### src/rtl/bcd_timer_chain_if.sv
// bcd_timer_chain_if
//   Groups the control strobes, preset bus and display outputs of the
//   BCD timer chain so that the controller and the counter share one port.
//
//   master : drives tick/run/dir/load/load_value, observes the outputs
//   slave  : the counter; observes the controls, drives digits,
//            hex_display, carry_out, done and expired
interface bcd_timer_chain_if #(
    parameter int NUM_DIGITS = 4
);
    logic                      tick;
    logic                      run;
    logic                      dir;
    logic                      load;
    logic [4*NUM_DIGITS-1:0]   load_value;
    logic [4*NUM_DIGITS-1:0]   digits;
    logic [8*NUM_DIGITS-1:0]   hex_display;
    logic                      carry_out;
    logic                      done;
    logic                      expired;

    modport master (
        output tick, run, dir, load, load_value,
        input  digits, hex_display, carry_out, done, expired
    );

    modport slave (
        input  tick, run, dir, load, load_value,
        output digits, hex_display, carry_out, done, expired
    );
endinterface

### src/rtl/bcd_timer_chain.sv
// bcd_timer_chain
//   N-digit cascaded BCD up/down counter with a per-digit rollover limit,
//   clamped synchronous preset, zero-saturating countdown with done/expired
//   signalling, and per-digit 7-segment encoding with optional
//   leading-zero blanking.
//
//   clk  : system clock
//   rst  : asynchronous active-high reset
//   bus  : bcd_timer_chain_if.slave
//          tick/run/dir/load/load_value in,
//          digits/hex_display/carry_out/done/expired out
module bcd_timer_chain #(
    parameter int          NUM_DIGITS   = 4,
    parameter logic [31:0] DIGIT_LIMITS = 32'h0000_5959,
    parameter bit          LEAD_BLANK   = 1'b0
) (
    input  logic               clk,
    input  logic               rst,
    bcd_timer_chain_if.slave   bus
);

    localparam int W = 4 * NUM_DIGITS;

    // Elaboration-time parameter checks
    generate
        if (NUM_DIGITS < 1 || NUM_DIGITS > 8) begin : g_bad_num_digits
            $error("bcd_timer_chain: NUM_DIGITS must be in 1..8");
        end
        for (genvar g = 0; g < NUM_DIGITS; g++) begin : g_limit_check
            if (DIGIT_LIMITS[4*g +: 4] == 4'd0 || DIGIT_LIMITS[4*g +: 4] > 4'd9) begin : g_bad_limit
                $error("bcd_timer_chain: each digit limit must be in 1..9");
            end
        end
    endgenerate

    function automatic logic [3:0] limit_of(input int idx);
        return DIGIT_LIMITS[4*idx +: 4];
    endfunction

    // Segments a..g in bits 7..1, dp (bit 0) always off
    function automatic logic [7:0] seg_encode(input logic [3:0] v);
        logic [7:0] s;
        case (v)
            4'd0:    s = 8'hFC;
            4'd1:    s = 8'h60;
            4'd2:    s = 8'hDA;
            4'd3:    s = 8'hF2;
            4'd4:    s = 8'h66;
            4'd5:    s = 8'hB6;
            4'd6:    s = 8'hBE;
            4'd7:    s = 8'hE0;
            4'd8:    s = 8'hFE;
            4'd9:    s = 8'hF6;
            default: s = 8'h02;
        endcase
        return s;
    endfunction

    logic [W-1:0] digits_q, digits_d;
    logic         carry_q,  carry_d;
    logic         done_q,   done_d;
    logic         expired_q, expired_d;

    logic [W-1:0] up_val;
    logic [W-1:0] dn_val;
    logic         all_max;
    logic         all_zero;
    logic         step_q_ok;

    // Candidate up and down values. A digit moves only when every lower
    // digit is at its limit (up) or at zero (down), which is the ripple
    // carry/borrow of the chain expressed combinationally.
    always_comb begin
        logic       lower_max;
        logic       lower_zero;
        logic [3:0] d;
        logic [3:0] lim;
        up_val     = digits_q;
        dn_val     = digits_q;
        lower_max  = 1'b1;
        lower_zero = 1'b1;
        d          = 4'd0;
        lim        = 4'd0;
        for (int i = 0; i < NUM_DIGITS; i++) begin
            d   = digits_q[4*i +: 4];
            lim = limit_of(i);
            if (lower_max) begin
                up_val[4*i +: 4] = (d >= lim) ? 4'd0 : d + 4'd1;
            end
            if (lower_zero) begin
                dn_val[4*i +: 4] = (d == 4'd0) ? lim : d - 4'd1;
            end
            lower_max  = lower_max  && (d == lim);
            lower_zero = lower_zero && (d == 4'd0);
        end
        all_max  = lower_max;
        all_zero = lower_zero;
    end

    // load outranks a tick arriving in the same cycle
    assign step_q_ok = bus.tick & bus.run & ~bus.load;

    always_comb begin
        logic [3:0] lv;
        logic [3:0] lim;
        digits_d  = digits_q;
        carry_d   = 1'b0;
        done_d    = 1'b0;
        expired_d = expired_q;
        lv        = 4'd0;
        lim       = 4'd0;
        if (bus.load) begin
            for (int i = 0; i < NUM_DIGITS; i++) begin
                lv  = bus.load_value[4*i +: 4];
                lim = limit_of(i);
                digits_d[4*i +: 4] = (lv > lim) ? lim : lv;
            end
            expired_d = 1'b0;
        end else if (step_q_ok) begin
            if (!bus.dir) begin
                digits_d = up_val;
                carry_d  = all_max;
            end else if (!all_zero) begin
                // Countdown saturates at zero; only the step that lands
                // on zero reports done.
                digits_d = dn_val;
                if (dn_val == '0) begin
                    done_d    = 1'b1;
                    expired_d = 1'b1;
                end
            end
        end
    end

    always_ff @(posedge clk or posedge rst) begin
        if (rst) begin
            digits_q  <= '0;
            carry_q   <= 1'b0;
            done_q    <= 1'b0;
            expired_q <= 1'b0;
        end else begin
            digits_q  <= digits_d;
            carry_q   <= carry_d;
            done_q    <= done_d;
            expired_q <= expired_d;
        end
    end

    // Display decode straight from the registered digits. Blanking walks
    // down from the top digit while everything seen so far is zero; digit 0
    // always shows.
    always_comb begin
        logic       hi_zero;
        logic [3:0] d;
        logic [7:0] seg;
        hi_zero         = 1'b1;
        d               = 4'd0;
        seg             = 8'h00;
        bus.hex_display = '0;
        for (int i = NUM_DIGITS - 1; i >= 0; i--) begin
            d       = digits_q[4*i +: 4];
            hi_zero = hi_zero && (d == 4'd0);
            seg     = seg_encode(d);
            if (LEAD_BLANK && (i > 0) && hi_zero) begin
                seg = 8'h00;
            end
            bus.hex_display[8*i +: 8] = seg;
        end
    end

    assign bus.digits    = digits_q;
    assign bus.carry_out = carry_q;
    assign bus.done      = done_q;
    assign bus.expired   = expired_q;

endmodule

### src/flat_wrapper.sv
// flat-port wrapper written by rule: the top's interface ports become plain ports
module bcd_timer_chain_flat 
#(
    parameter int          NUM_DIGITS   = 4,
    parameter logic [31:0] DIGIT_LIMITS = 32'h0000_5959,
    parameter bit          LEAD_BLANK   = 1'b0
)
  (clk, rst, bus_tick, bus_run, bus_dir, bus_load, bus_load_value, bus_digits, bus_hex_display, bus_carry_out, bus_done, bus_expired);
  bcd_timer_chain_if #(.NUM_DIGITS(NUM_DIGITS)) bus_i ();
  input  logic clk;
  input  logic rst;
  input wire logic [$bits(bus_i.tick)-1:0] bus_tick;
  input wire logic [$bits(bus_i.run)-1:0] bus_run;
  input wire logic [$bits(bus_i.dir)-1:0] bus_dir;
  input wire logic [$bits(bus_i.load)-1:0] bus_load;
  input wire logic [$bits(bus_i.load_value)-1:0] bus_load_value;
  output wire logic [$bits(bus_i.digits)-1:0] bus_digits;
  output wire logic [$bits(bus_i.hex_display)-1:0] bus_hex_display;
  output wire logic [$bits(bus_i.carry_out)-1:0] bus_carry_out;
  output wire logic [$bits(bus_i.done)-1:0] bus_done;
  output wire logic [$bits(bus_i.expired)-1:0] bus_expired;
  assign bus_i.tick = bus_tick;
  assign bus_i.run = bus_run;
  assign bus_i.dir = bus_dir;
  assign bus_i.load = bus_load;
  assign bus_i.load_value = bus_load_value;
  assign bus_digits = bus_i.digits;
  assign bus_hex_display = bus_i.hex_display;
  assign bus_carry_out = bus_i.carry_out;
  assign bus_done = bus_i.done;
  assign bus_expired = bus_i.expired;
  bcd_timer_chain #(.NUM_DIGITS(NUM_DIGITS), .DIGIT_LIMITS(DIGIT_LIMITS), .LEAD_BLANK(LEAD_BLANK)) u_core (.clk(clk), .rst(rst), .bus(bus_i));
endmodule
### config.mk
export PLATFORM = sky130hd
export DESIGN_NAME = bcd_timer_chain_flat
export DESIGN_NICKNAME = d
export VERILOG_FILES = /design/src/rtl/bcd_timer_chain_if.sv /design/src/rtl/bcd_timer_chain.sv /design/src/flat_wrapper.sv
export SDC_FILE = /design/constraint.sdc
export NUM_CORES = 1
export LEC_CHECK = 0
export ABC_AREA = 1
export CAP_MARGIN = 20
export CORE_MARGIN = 1
export CORE_UTILIZATION = 35
export CTS_BUF_LIST = sky130_fd_sc_hd__clkbuf_4 sky130_fd_sc_hd__clkbuf_8 sky130_fd_sc_hd__clkbuf_16
export CTS_CLUSTER_SIZE = 14
export DETAILED_ROUTE_END_ITERATION = 10
export GPL_ROUTABILITY_DRIVEN = 0
export SYNTH_ARGS = -nofsm -noshare
export SYNTH_HDL_FRONTEND = slang
export SYNTH_SLANG_ARGS = --single-unit
### constraint.sdc
create_clock -name clk -period 3.8 [get_ports clk]
set_clock_uncertainty 0.2 [all_clocks]
set_input_delay 0.38 -clock clk [delete_from_list [all_inputs] [get_ports clk]]
set_output_delay 0.38 -clock clk [all_outputs]
set_load 0.02 [all_outputs]
==> flow_summary.json, run 1 <==
{
  "grt_pass1_wl_mm": 12.10,
  "ys_seq_elements": 19,
  "drt-total-wl_mm": 7.422,
  "grt_remaining_overflow": 0,
  "end_kind": "output pin",
  "synth-simple-area-share_pct": 37.35,
  "max-slew-margin-rel_pct": 46.36,
  "synth_compound_area_share_pct": 17.00,
  "synth_fa_ha_area_share_pct": 15.06,
  "vias_per_cell": 4.877,
  "fin_util_pct": 48.11,
  "path_buf_inv": 3,
  "synthXorXnorAreaFrac_pct": 2.380,
  "synth_area_per_cell_um2": 6.522,
  "dr_total_vias": 2692,
  "rsz0062_at_grt": "no",
  "holdCritPathClass": "reg2reg",
  "fin_setup_tns_ns": 0,
  "ys_warn_count": 0,
  "fin_crit_sh_pct": 79.56,
  "post-route-min-period_ns": 3.023,
  "syn_inst": 395,
  "criticalPathCategory": "reg2out",
  "tritoncts": "done",
  "layout.nets": 510,
  "die_height_um": 87.80,
  "path_clk_slew_ns": 0.08,
  "critPathMaxFanout": 9,
  "htreeDepth": 1,
  "synth_top_family_by_area": "simple AND/OR/NAND/NOR gates",
  "cts.repair.resized": 0,
  "placed_area_mm2": 0.003292,
  "synth_seq_area_share_pct": 18.46,
  "antenna_found_initial": 0,
  "startpoint_type": "flip-flop",
  "drc": 0,
  "leakage_uw": 0.001615,
  "first_iter_violations": 100,
  "design.die.area_mm2": 0.007708,
  "rows": 30,
  "ys_types": 38,
  "cpMaxStageDelayCell": "clkdlybuf4s50_1",
  "crit_chain": "inv_1 > ha_1 > o21ai_0 > inv_1 > a21oi_1 > clkdlybuf4s50_1",
  "irDropWorstVdd_v": 0.0003041,
  "slowest_delay_ns": 0.62,
  "antenna_cells": 0,
  "clk_path_buf_depth": 2,
  "clock-root-buffer": "clkbuf_8",
  "slew_violations": 0,
  "avgRoutedWirePerCell_um": 13.45,
  "synth_area_mm2": 0.002576,
  "cts_made_buffers": 3,
  "grt_max_degree": 20,
  "portBuffers": 68,
  "cp_common_cell": "inv_1",
  "cts_sinks": 19,
  "io_pins": 73,
  "worst_path_dominant_cell_family": "buffers and inverters",
  "fp.dieW_um": 87.80,
  "grt_pass1_vias": 2535,
  "synthMuxAreaShare_pct": 0,
  "drtAntennaViolNets": 0,
  "cts_setup_buffers": 0,
  "core_mm2": 0.006944,
  "dr.pass1.iters": 4,
  "setup_violations": 0,
  "drive_above_1_share_pct": 7.018,
  "stdcell_area_mm2": 0.003341,
  "crit_required_ns": 3.22,
  "clk_latency_ns": 0.26,
  "cap_violations": 0,
  "start_util_pct": 37.10,
  "maxClockFrequency_mhz": 330.8,
  "crit_arrival_ns": 2.44,
  "p_per_area_mw_per_mm2": 479.5,
  "grt_usage_pct": 19.76,
  "hold_viol_final": 0,
  "status": "finished clean",
  "synthToLayoutAreaGrowth_pct": 29.67,
  "timing.hold.ws_ns": 0.2974,
  "cts_hold_buf": 0,
  "tightest_slew_ns": 0.8037,
  "place_hpwl_mm": 5.683
}
## state kept, by name (all words and copies together), names as in the netlist
register and count:
u_core.bus.carry_out 1, u_core.bus.digits 16, u_core.bus.done 1, u_core.bus.expired 1
## worst min-delay path, cell delays in order (launching register included)
cell,delay (ns)
dfrtp_1,0.36
nand2_1,0.06
nand2_1,0.05
## worst paths after layout
kind | from | end | slack, ns | cells after the start
worst max-delay path | u_core.bus.digits[12] | bus_hex_display[31] | 0.78 | 6
worst min-delay path | u_core.bus.expired | u_core.bus.expired | 0.30 | 2
worst max register to register | u_core.bus.digits[0] | u_core.bus.digits[7] | 1.32 | 12
worst min register to register | u_core.bus.expired | u_core.bus.expired | 0.30 | 2
max in group asynchronous | rst | u_core.bus.digits[12] | 2.53 | 2
min in group asynchronous | rst | u_core.bus.done | 0.37 | 2
## layer usage
| layer | up-vias | track usage (%) | routed length (µm) |
|---|---|---|---|
| met1 | 1206 | 26.17 | 3547 |
| li1 | 1415 | - | - |
| met5 | - | 0 | 0 |
| met3 | 10 | 1.979 | 276 |
| met4 | 0 | 6.557 | 114 |
| met2 | 61 | 33.54 | 3484 |
## synth_stat cells
cell type  number  area, µm²
a21oi_1        20      100.1
buf_6           3      33.78
xnor2_1         2      17.52
nor2_1         56      210.2
o21a_1          2      15.01
and2_1          1      6.260
buf_2           5      25.02
o21ai_1         5      25.02
clkbuf_1        2      7.510
a21boi_0        1      7.510
nand2_2         3      18.77
inv_6           1      8.760
nor2_8          2      40.04
o211ai_1        5      37.54
nand3b_1        2      15.01
inv_1          33      123.9
nor3_1          3      15.01
or2_2           3      18.77
o21ai_0        36      180.2
xor2_1          5      43.79
nand3_1        21      105.1
nand2_1        96      360.4
o22ai_1         2      12.51
nor4_1          2      12.51
conb_1          1      3.750
ha_1           31      387.9
nand2_8         2      40.04
buf_4           4      30.03
a31oi_1         4      25.02
nand3_2         2      20.02
inv_2           5      18.77
nand2_4         3      33.78
o21ai_2         3      26.28
nor2_2          2      12.51
o311ai_0        1      8.760
nand4_1         5      31.28
nor2_4          2      22.52
dfrtp_1        19      475.5
## where the power goes
part / leakage [µW] / internal, µW / switching, µW / total, µW
clock: 0.0000262 / 82.0 / 77.2 / 159
combinational: 0.00135 / 466 / 637 / 1100
sequential: 0.000242 / 234 / 106 / 340
## placed cells by master (no fill, tap or decap), types with 19 or more instances in the layout
cell             synthesis  final
nand2_1                 96     96
a21oi_1                 20     20
clkdlybuf4s50_1          0     68
nand3_1                 21     21
nor2_1                  56     56
dfrtp_1                 19     19
ha_1                    31     31
inv_1                   33     33
o21ai_0                 36     36
## logic make-up after synthesis
group                    after synthesis
AO/OA/AOI/OAI                         79
XOR/XNOR                               7
adder cells (fa/ha/maj)               31
buffers and inverters                 53
flip-flops                            19
other                                  1
AND/OR/NAND/NOR                      205
## stage by stage
stage          setup WS (ns)  total power [µW]  std cells
3_3_place_gp           1.100              1443        548
3_5_place_dp           1.111              1440        548
5_1_grt               0.6712              1734        552
6_report              0.7768              1602        552
2_1_floorplan          1.584              1022        398
4_1_cts               0.8073              1603        552
## cell type report
cell class / instances / area [µm²]
inverters: 39 / 151.4
well taps: 96 / 120.1
flip-flops and latches: 19 / 475.5
fillers: 746 / 3603
clock buffers: 4 / 48.80
multi-input cells: 326 / 1864
repair buffers: 68 / 680.7
No activity file was read; power rests on OpenSTA's default activity.
==> run 2, diff against run 1 <==
==> constraint.sdc (replaced) <==
create_clock -name clk -period 3 [get_ports clk]
set_clock_uncertainty 0.2 [all_clocks]
set_input_delay 0.3 -clock clk [delete_from_list [all_inputs] [get_ports clk]]
set_output_delay 0.3 -clock clk [all_outputs]
set_load 0.02 [all_outputs]
==> flow_summary.json, run 2 (synthesis results as in run 1) <==
{
  "status": "finished clean",
  "place_hpwl_mm": 5.576,
  "hold_viol_final": 0,
  "critPathMaxFanout": 9,
  "antenna_cells": 0,
  "dp_worst_setup_slack_ns": 0.4854,
  "core_mm2": 0.006944,
  "post-route-min-period_ns": 2.824,
  "largest_reg_flops": 16,
  "layout.nets": 512,
  "startpoint_type": "flip-flop",
  "drt-total-wl_mm": 7.245,
  "htreeDepth": 1,
  "cap_violations": 0,
  "clock-root-buffer": "clkbuf_8",
  "io_pins": 73,
  "stdcell_area_mm2": 0.003356,
  "holdCritPathClass": "in2async",
  "avgRoutedWirePerCell_um": 13.08,
  "maxClockFrequency_mhz": 354.2,
  "dr_total_vias": 2692,
  "fin_crit_sh_pct": 94.12,
  "slew_violations": 0,
  "synthToLayoutAreaGrowth_pct": 30.26,
  "tritoncts": "done",
  "max-slew-margin-rel_pct": 45.62,
  "fp.dieW_um": 87.80,
  "end_kind": "output pin",
  "placed_area_mm2": 0.003307,
  "setup_violations": 0,
  "crit_arrival_ns": 2.32,
  "grt_pass1_wl_mm": 12.33,
  "setup_ws_ns": 0.1764,
  "drtAntennaViolNets": 0,
  "p_per_area_mw_per_mm2": 599.4,
  "vias_per_cell": 4.859,
  "dr.pass1.iters": 4,
  "grt_remaining_overflow": 0,
  "crit_start": "u_core.bus.digits[8]",
  "clk_path_buf_depth": 2,
  "final_cell_mix": "nand2_1, clkdlybuf4s50_1, nor2_1",
  "rsz0062_at_grt": "no",
  "drc": 0,
  "fin_setup_tns_ns": 0,
  "r2r_slack_ns": 0.59,
  "grt_pass1_vias": 2521,
  "path_clk_slew_ns": 0.08,
  "tightest_slew_ns": 0.8149,
  "cts_made_buffers": 3,
  "timing.hold.ws_ns": 0.2862,
  "clk_latency_ns": 0.26,
  "grt_max_degree": 20,
  "first_iter_violations": 115,
  "start_util_pct": 37.10,
  "layout_commonest_cell": "nand2_1",
  "portBuffers": 68,
  "crit_required_ns": 2.50,
  "leakage_uw": 0.001622,
  "irDropWorstVdd_v": 0.0003479,
  "die_height_um": 87.80,
  "rows": 30,
  "drive_above_1_share_pct": 7.860,
  "r2r_start": "u_core.bus.digits[0]",
  "grt_usage_pct": 19.90,
  "cts_sinks": 19,
  "antenna_found_initial": 0,
  "criticalPathCategory": "reg2out",
  "design.die.area_mm2": 0.007708
}
run 2: cell count changes in the layout (fill, tap and decap cells not counted), sizes merged:
| cell | change |
|---|---|
| buf | +2 |
| clkbuf | -1 |
| clkinv | +1 |
run 2: where the power goes:
part,total (µW),switching [µW],internal (µW)
sequential,426,129,297
clock,188,95.3,92.5
combinational,1400,805,593
total,2010,1030,982
run 2: final cells by class:
class,instances,area (µm²)
Multi-Input combinational cell,326,1864
Tap cell,96,120.1
Timing Repair Buffer,70,695.7
Clock buffer,3,41.29
Fill cell,701,3588
Clock inverter,1,5.005
Sequential cell,19,478.0
Inverter,39,151.4
run 2: what timing repair did:
item | 4_1_cts | 5_1_grt
setup buffers | 0 | 0
hold buffers | 0 | 0
endpoints found under the setup margin | 0 | 1
gates resized for setup | 0 | 2
run 2: worst max-delay path, stage by stage, from the launching register on:
cell and delay (ns):
dfrtp_1 0.48, inv_1 0.26, ha_1 0.31, ha_1 0.18, nor2_1 0.04, o21ai_0 0.17
clkdlybuf4s50_1 0.63
run 2: worst paths after layout:
check	endpoint	cells past startpoint
max	bus_hex_display[19]	6
min	u_core.bus.digits[7]	2
min in group clk	u_core.bus.expired	2
min reg2reg	u_core.bus.expired	2
max in group asynchronous	u_core.bus.digits[13]	2
max reg2reg	u_core.bus.expired	13
run 2: per-stage QoR:
step                total power, µW  cells  utilization (%)
global placement               1832    550            47.62
floorplan                      1294    398                -
CTS                            2017    554            48.29
finish                         2011    554            48.32
global route                   2187    554            48.32
detailed placement             1817    550            47.62
run 2: metal layers:
metal | track usage, % | vias to the layer above | wire [µm]
li1 | - | 1409 | -
met1 | 27.84 | 1220 | 3554
met2 | 33.40 | 61 | 3376
met3 | 1.414 | 2 | 275
met4 | 4.471 | 0 | 39
met5 | 0 | - | 0
==> RTL edit 1: new RTL, flow settings as in run 2 <==
`LEAD_BLANK` is set to 1'b0 in 2 places; all go to 1'b1.
--- a/src/rtl/bcd_timer_chain.sv
+++ b/src/rtl/bcd_timer_chain.sv
@@ -14,3 +14,3 @@
     parameter logic [31:0] DIGIT_LIMITS = 32'h0000_5959,
-    parameter bit          LEAD_BLANK   = 1'b0
+    parameter bit          LEAD_BLANK   = 1'b1
 ) (
--- a/src/flat_wrapper.sv
+++ b/src/flat_wrapper.sv
@@ -5,3 +5,3 @@
     parameter logic [31:0] DIGIT_LIMITS = 32'h0000_5959,
-    parameter bit          LEAD_BLANK   = 1'b0
+    parameter bit          LEAD_BLANK   = 1'b1
 )
Behaviour: not the same (Yosys sat finds a counterexample within 4 cycles, from zero or initial values and one cycle with rst high).
==> RTL edit 1 against run 2 <==
  * Final area up 4.5%
  * First-iteration DRC count up 17%
  * Fmax is 0.92% lower
  * Sequential cell count stayed put
  * Cell count up 7.2%
  * Power is 5.8% higher
  * Non-clock buffer count rose by 10
  * Area after synthesis grew 1.0%
  * Wire length increased by 7.7%
  * Die area rose by 0.99%
  * Setup slack worse by 0.026 ns
  * Critical path type unchanged
==> RTL edit 1: results (changes against run 2) <==
- Status: finished clean (unchanged)
- IO buf count: 68 (unchanged)
- Iteration-0 DRC Markers: 135 (was 115)
- Post-cts resize count: 4 (was 0)
- Slowest CP cell: clkdlybuf4s50_1 (unchanged)
- H-tree levels: 1 (unchanged)
- Comb power: 1.55 mW (was 1.40 mW)
- Critical path arrival: 2.35 ns (was 2.32 ns)
- DR vias: 2909 (was 2692)
- Final setup viols: 0 (unchanged)
- Most instantiated cells after synthesis: nand2_1 (108), nor2_1 (49), o21ai_0 (45) (was nand2_1 (96), nor2_1 (56), o21ai_0 (36))
- Sequential fraction of total cell area: 0.136 (was 0.142)
- Rel. slew slack: 0.461 (was 0.456)
- Seq/Total Area, Yosys: 0.183 (was 0.185)
- Clk root buf: clkbuf_8 (unchanged)
- Nonclk inv count: 52 (was 39)
- Insertion delay of the later-clocked pin in the worst-skew pair: 0.26 ns (about the same)
- Clock buffer count: 4 (was 3)
- Post-DP HPWL: 6040 um (was 5580 um)
- P_int: 1.04 mW (was 0.982 mW)
- Crit-path max FO: 7 (was 9)
- Largest net degree at the start of global routing: 20 (unchanged)
- Max reg flops: 16 (unchanged)
- Vias in the first global route: 2688 (was 2521)
- NumNets Final: 546 (was 512)
- CP max stage delay: 0.54 ns (was 0.63 ns)
- WL per Instance: 13.1 um (about the same)
- CTS Buffer Depth: 2 (unchanged)
- Die Area: 7780 um2 (was 7710 um2)
- Main synth FF type: dfrtp_1 (unchanged)
- Seq pwr: 0.379 mW (was 0.426 mW)
- Cell Area, Placed: 3430 um2 (was 3310 um2)
- Synth cell types: 38 (unchanged)
- Fillers: 773 (was 701)
- Signal buffers: 80 (was 70)
- Peak VDD IR: 0.336 mV (was 0.348 mV)
- Reg clk slew, reported paths: 0.08 ns (about the same)
- Clk tree area frac: 0.0139 (was 0.0138)
- Seq Cell Count: 19 (unchanged)
- Synth area leaders: dfrtp_1 (18%), nand2_1 (16%), ha_1 (13%) (was dfrtp_1 (18%), ha_1 (15%), nand2_1 (14%))
- Postcts setup bufs: 0 (unchanged)
- Worst hold path type: in -> async (unchanged)
- Global Route Usage Sum: 0.210 (was 0.199)
- First-pass GRT wire length: 13000 um (was 12300 um)
- Non-clock buffer share: 0.221 (was 0.207)
- Share of cells above drive strength 1: 0.115 (was 0.0786)
- FFs w/ async S/R, synth: 1.00 (unchanged)
- Initial antenna violation count: 0 (unchanged)
- TritonCTS buffer count: 3 (unchanged)
- Static Leak: 1.69 nW (was 1.62 nW)
- DRT Pass-1 Iters: 6 (was 4)
- Count of multi-input gates: 340 (was 326)
- Fraction of area in multi-input gates: 0.534 (was 0.556)
-- RTL edit 1: through the flow --
| step | util | power [mW] | cells | setup slack [ns] | hold WS, ns |
|---|---|---|---|---|---|
| 6_report | 0.486 | 2.13 | 594 | 0.150 | 0.281 |
| 5_1_grt | 0.486 | 2.30 | 594 | -0.00947 | 0.349 |
| 4_1_cts | 0.482 | 2.11 | 594 | 0.0183 | 0.326 |
| 3_5_place_dp | 0.475 | 1.91 | 590 | 0.118 | 0.307 |
| 3_3_place_gp | 0.475 | 1.91 | 590 | 0.272 | 0.281 |
| 2_1_floorplan | - | 1.32 | 423 | 0.579 | 0.0511 |
-- RTL edit 1: routing by layer --
layer / share of wire / vias to the layer above / track usage
met5: 0 / - / 0
met4: 0.012 / 0 / 0.0425
met2: 0.46 / 71 / 0.355
met3: 0.038 / 7 / 0.0140
li1: - / 1506 / -
met1: 0.49 / 1325 / 0.295
-- RTL edit 1: cell families after synthesis --
logic type                 share of synthesized area
AOI/OAI and AO/OA                              0.171
xor gates and xnor gates                      0.0135
adders and majority gates                      0.135
buffers and inverters                          0.111
DFF                                            0.183
other                                        0.00144
and+or+nand+nor                                0.386
-- RTL edit 1: path summary, 6_finish.rpt --
check / from / endpoint / slack (ns) / depth (start not counted)
setup / recovery: u_core.bus.digits[13] / bus_hex_display[10] / 0.15 / 8
min in group clk: u_core.bus.expired / u_core.bus.expired / 0.32 / 2
max in group asynchronous: rst / u_core.bus.digits[9] / 1.75 / 2
hold reg to reg: u_core.bus.expired / u_core.bus.expired / 0.32 / 2
hold / removal: rst / u_core.bus.digits[6] / 0.28 / 2
setup reg to reg: u_core.bus.digits[0] / u_core.bus.expired / 0.64 / 15
==> RTL edit 2: new RTL, config.mk and constraints of run 2 <==
Made on the original files. Make the reset (`rst`) synchronous in one clocked block. Comments in the files are not updated.
--- a/src/rtl/bcd_timer_chain.sv
+++ b/src/rtl/bcd_timer_chain.sv
@@ -134,3 +134,3 @@
 
-    always_ff @(posedge clk or posedge rst) begin
+    always_ff @(posedge clk) begin
         if (rst) begin
Check against the original RTL: differs if rst is asserted again (counterexample within 4 cycles, from zero or initial values and one cycle with rst high); with rst held inactive, the same outputs for 4 cycles.
==> RTL edit 2 against run 2 <==
  * Utilization down 1.6 points
  * Fmax grew 1.4%
  * Setup slack improved by 0.039 ns
  * Area after synthesis increased by 40%
  * Sequential power rose by 81%
  * Via count rose by 30%
  * Count of clock-buffer cells in the layout grew 5
  * Final area rose by 37%
  * Sequential cell count is 28 higher
  * Critical path depth increased by 10
  * Power increased by 8.2%
  * Wire length increased by 19%
  * Largest power group unchanged
==> RTL edit 2: results (changes against run 2) <==
- DRT Pass-1 Iters: 7 (was 4)
- Fillers: 996 (was 701)
- FFs w/ async S/R, synth: 0 (was 1.00)
- R2R setup slack: 0.22 ns (was 0.59 ns)
- Reg2reg path depth: 16 (was 13)
- Main synth FF type: dfxtp_1 (was dfrtp_1)
- Worst r2r dst: u_core.bus.hex_display[2] (was u_core.bus.expired)
- H-tree levels: 2 (was 1)
- First-pass GRT wire length: 14400 um (was 12300 um)
- Routed wl met3: 364 um (was 275 um)
- Vias in the first global route: 3283 (was 2521)
- CTS Buffer Depth: 2 (unchanged)
- Synth area leaders: dfxtp_1 (26%), nand2_1 (17%), ha_1 (13%) (was dfrtp_1 (18%), ha_1 (15%), nand2_1 (14%))
- Insertion delay of the later-clocked pin in the worst-skew pair: 0.31 ns (was 0.26 ns)
- WL per Instance: 11.6 um (was 13.1 um)
- CP max stage delay: 0.38 ns (was 0.63 ns)
- Met2 wire length: 4100 um (was 3380 um)
- Gate power share: 0.446 (was 0.695)
- P_int: 1.34 mW (was 0.982 mW)
- Slowest CP cell: dfxtp_1 (was clkdlybuf4s50_1)
- Worst hold slack: 0.266 ns (was 0.286 ns)
- NumNets Final: 671 (was 512)
- Clk root buf: clkbuf_8 (unchanged)
- Iteration-0 DRC Markers: 128 (was 115)
- Crit-path max FO: 6 (was 9)
- Post-DP HPWL: 6900 um (was 5580 um)
- Peak VDD IR: 0.208 mV (was 0.348 mV)
- Share of cells above drive strength 1: 0.134 (was 0.0786)
- Routing usage on met3: 0.0316 (was 0.0141)
- Final wirelength: 8620 um (was 7250 um)
- Post-Place Worst Slack: 0.0195 ns (was 0.485 ns)
- Seq/Total Area, Yosys: 0.262 (was 0.185)
- TritonCTS buffer count: 5 (was 3)
- Diode count: 0 (unchanged)
- Static Leak: 2.33 nW (was 1.62 nW)
- Avg Cell Area, Syn: 6.77 um2 (was 6.52 um2)
- DR top layer: met4 (unchanged)
- Met1 wire length: 4050 um (was 3550 um)
- Initial antenna violation count: 0 (unchanged)
- Clock power frac: 0.199 (was 0.093)
- M2 GR Usage: 0.304 (was 0.334)
- Postcts setup bufs: 0 (unchanged)
- Global Route Usage Sum: 0.171 (was 0.199)
- RR Startpoint: u_core.bus.digits[8] (was u_core.bus.digits[0])
- Largest net degree at the start of global routing: 17 (was 20)
- DR vias: 3501 (was 2692)
- Status: finished clean (unchanged)
- Cell count after placement: 733 (was 550)
- Synth cell types: 40 (was 38)
- Met1 Use GR: 0.207 (was 0.278)
- Most instantiated cells after synthesis: nand2_1 (162), inv_1 (67), dfxtp_1 (47) (was nand2_1 (96), nor2_1 (56), o21ai_0 (36))
- Max reg flops: 28 (was 16)
- Worst hold path type: reg -> reg (was in -> async)
- Critical path arrival: 2.79 ns (was 2.32 ns)
- Family with the most delay on the worst path: simple AND/OR/NAND/NOR gates (was buffers and inverters)
## RTL edit 2: cell types whose count changed in the layout (fill, tap and decap cells not counted), moves of 7 or more
cell	change
nand4_1	+7
nand2_1	+65
inv_1	+34
nand2_2	+10
o21ai_0	-17
nor2_1	-32
dfxtp_1	+46
nand3_2	+8
nand3_1	+23
buf_4	+13
dfrtp_1	-17
## RTL edit 2: cells by family (layout without fill, tap and decap cells)
logic type,Yosys count,in the layout,synth area share
xor gates and xnor gates,4,4,0.00974
and+or+nand+nor,292,293,0.393
buffers and inverters,91,169,0.110
DFF,47,47,0.262
AOI/OAI and AO/OA,59,59,0.0964
other,1,4,0.00104
adders and majority gates,37,37,0.129
## RTL edit 2: cell type report
| cell class | count | area (um2) | area share |
|---|---|---|---|
| repair buffers | 83 | 793 | 0.172 |
| flip-flops and latches | 47 | 942 | 0.204 |
| well taps | 133 | 166 | 0.0361 |
| multi-input cells | 397 | 2310 | 0.501 |
| inverters | 78 | 295 | 0.0640 |
| clock buffers | 8 | 104 | 0.0225 |
## RTL edit 2: worst max path at each step
stage	start	depth (start not counted)	endpoint	slack [ns]
after floorplan	u_core.bus.digits[0]	16	u_core.bus.hex_display[20]	0.35
after global placement	bus_load	11	u_core.bus.hex_display[14]	0.13
after detailed placement	bus_load	12	u_core.bus.hex_display[6]	0.02
after CTS	u_core.bus.digits[1]	13	u_core.bus.hex_display[6]	0.05
after global routing	u_core.bus.digits[8]	12	u_core.bus.hex_display[14]	0.006
final	u_core.bus.digits[8]	16	u_core.bus.hex_display[2]	0.22
## RTL edit 2: metrics by stage
step           area, um2  total power, mW
2_1_floorplan       3610             1.40
3_3_place_gp        4440             1.73
3_5_place_dp        4440             1.73
4_1_cts             4540             2.17
5_1_grt             4610             2.34
6_report            4610             2.18
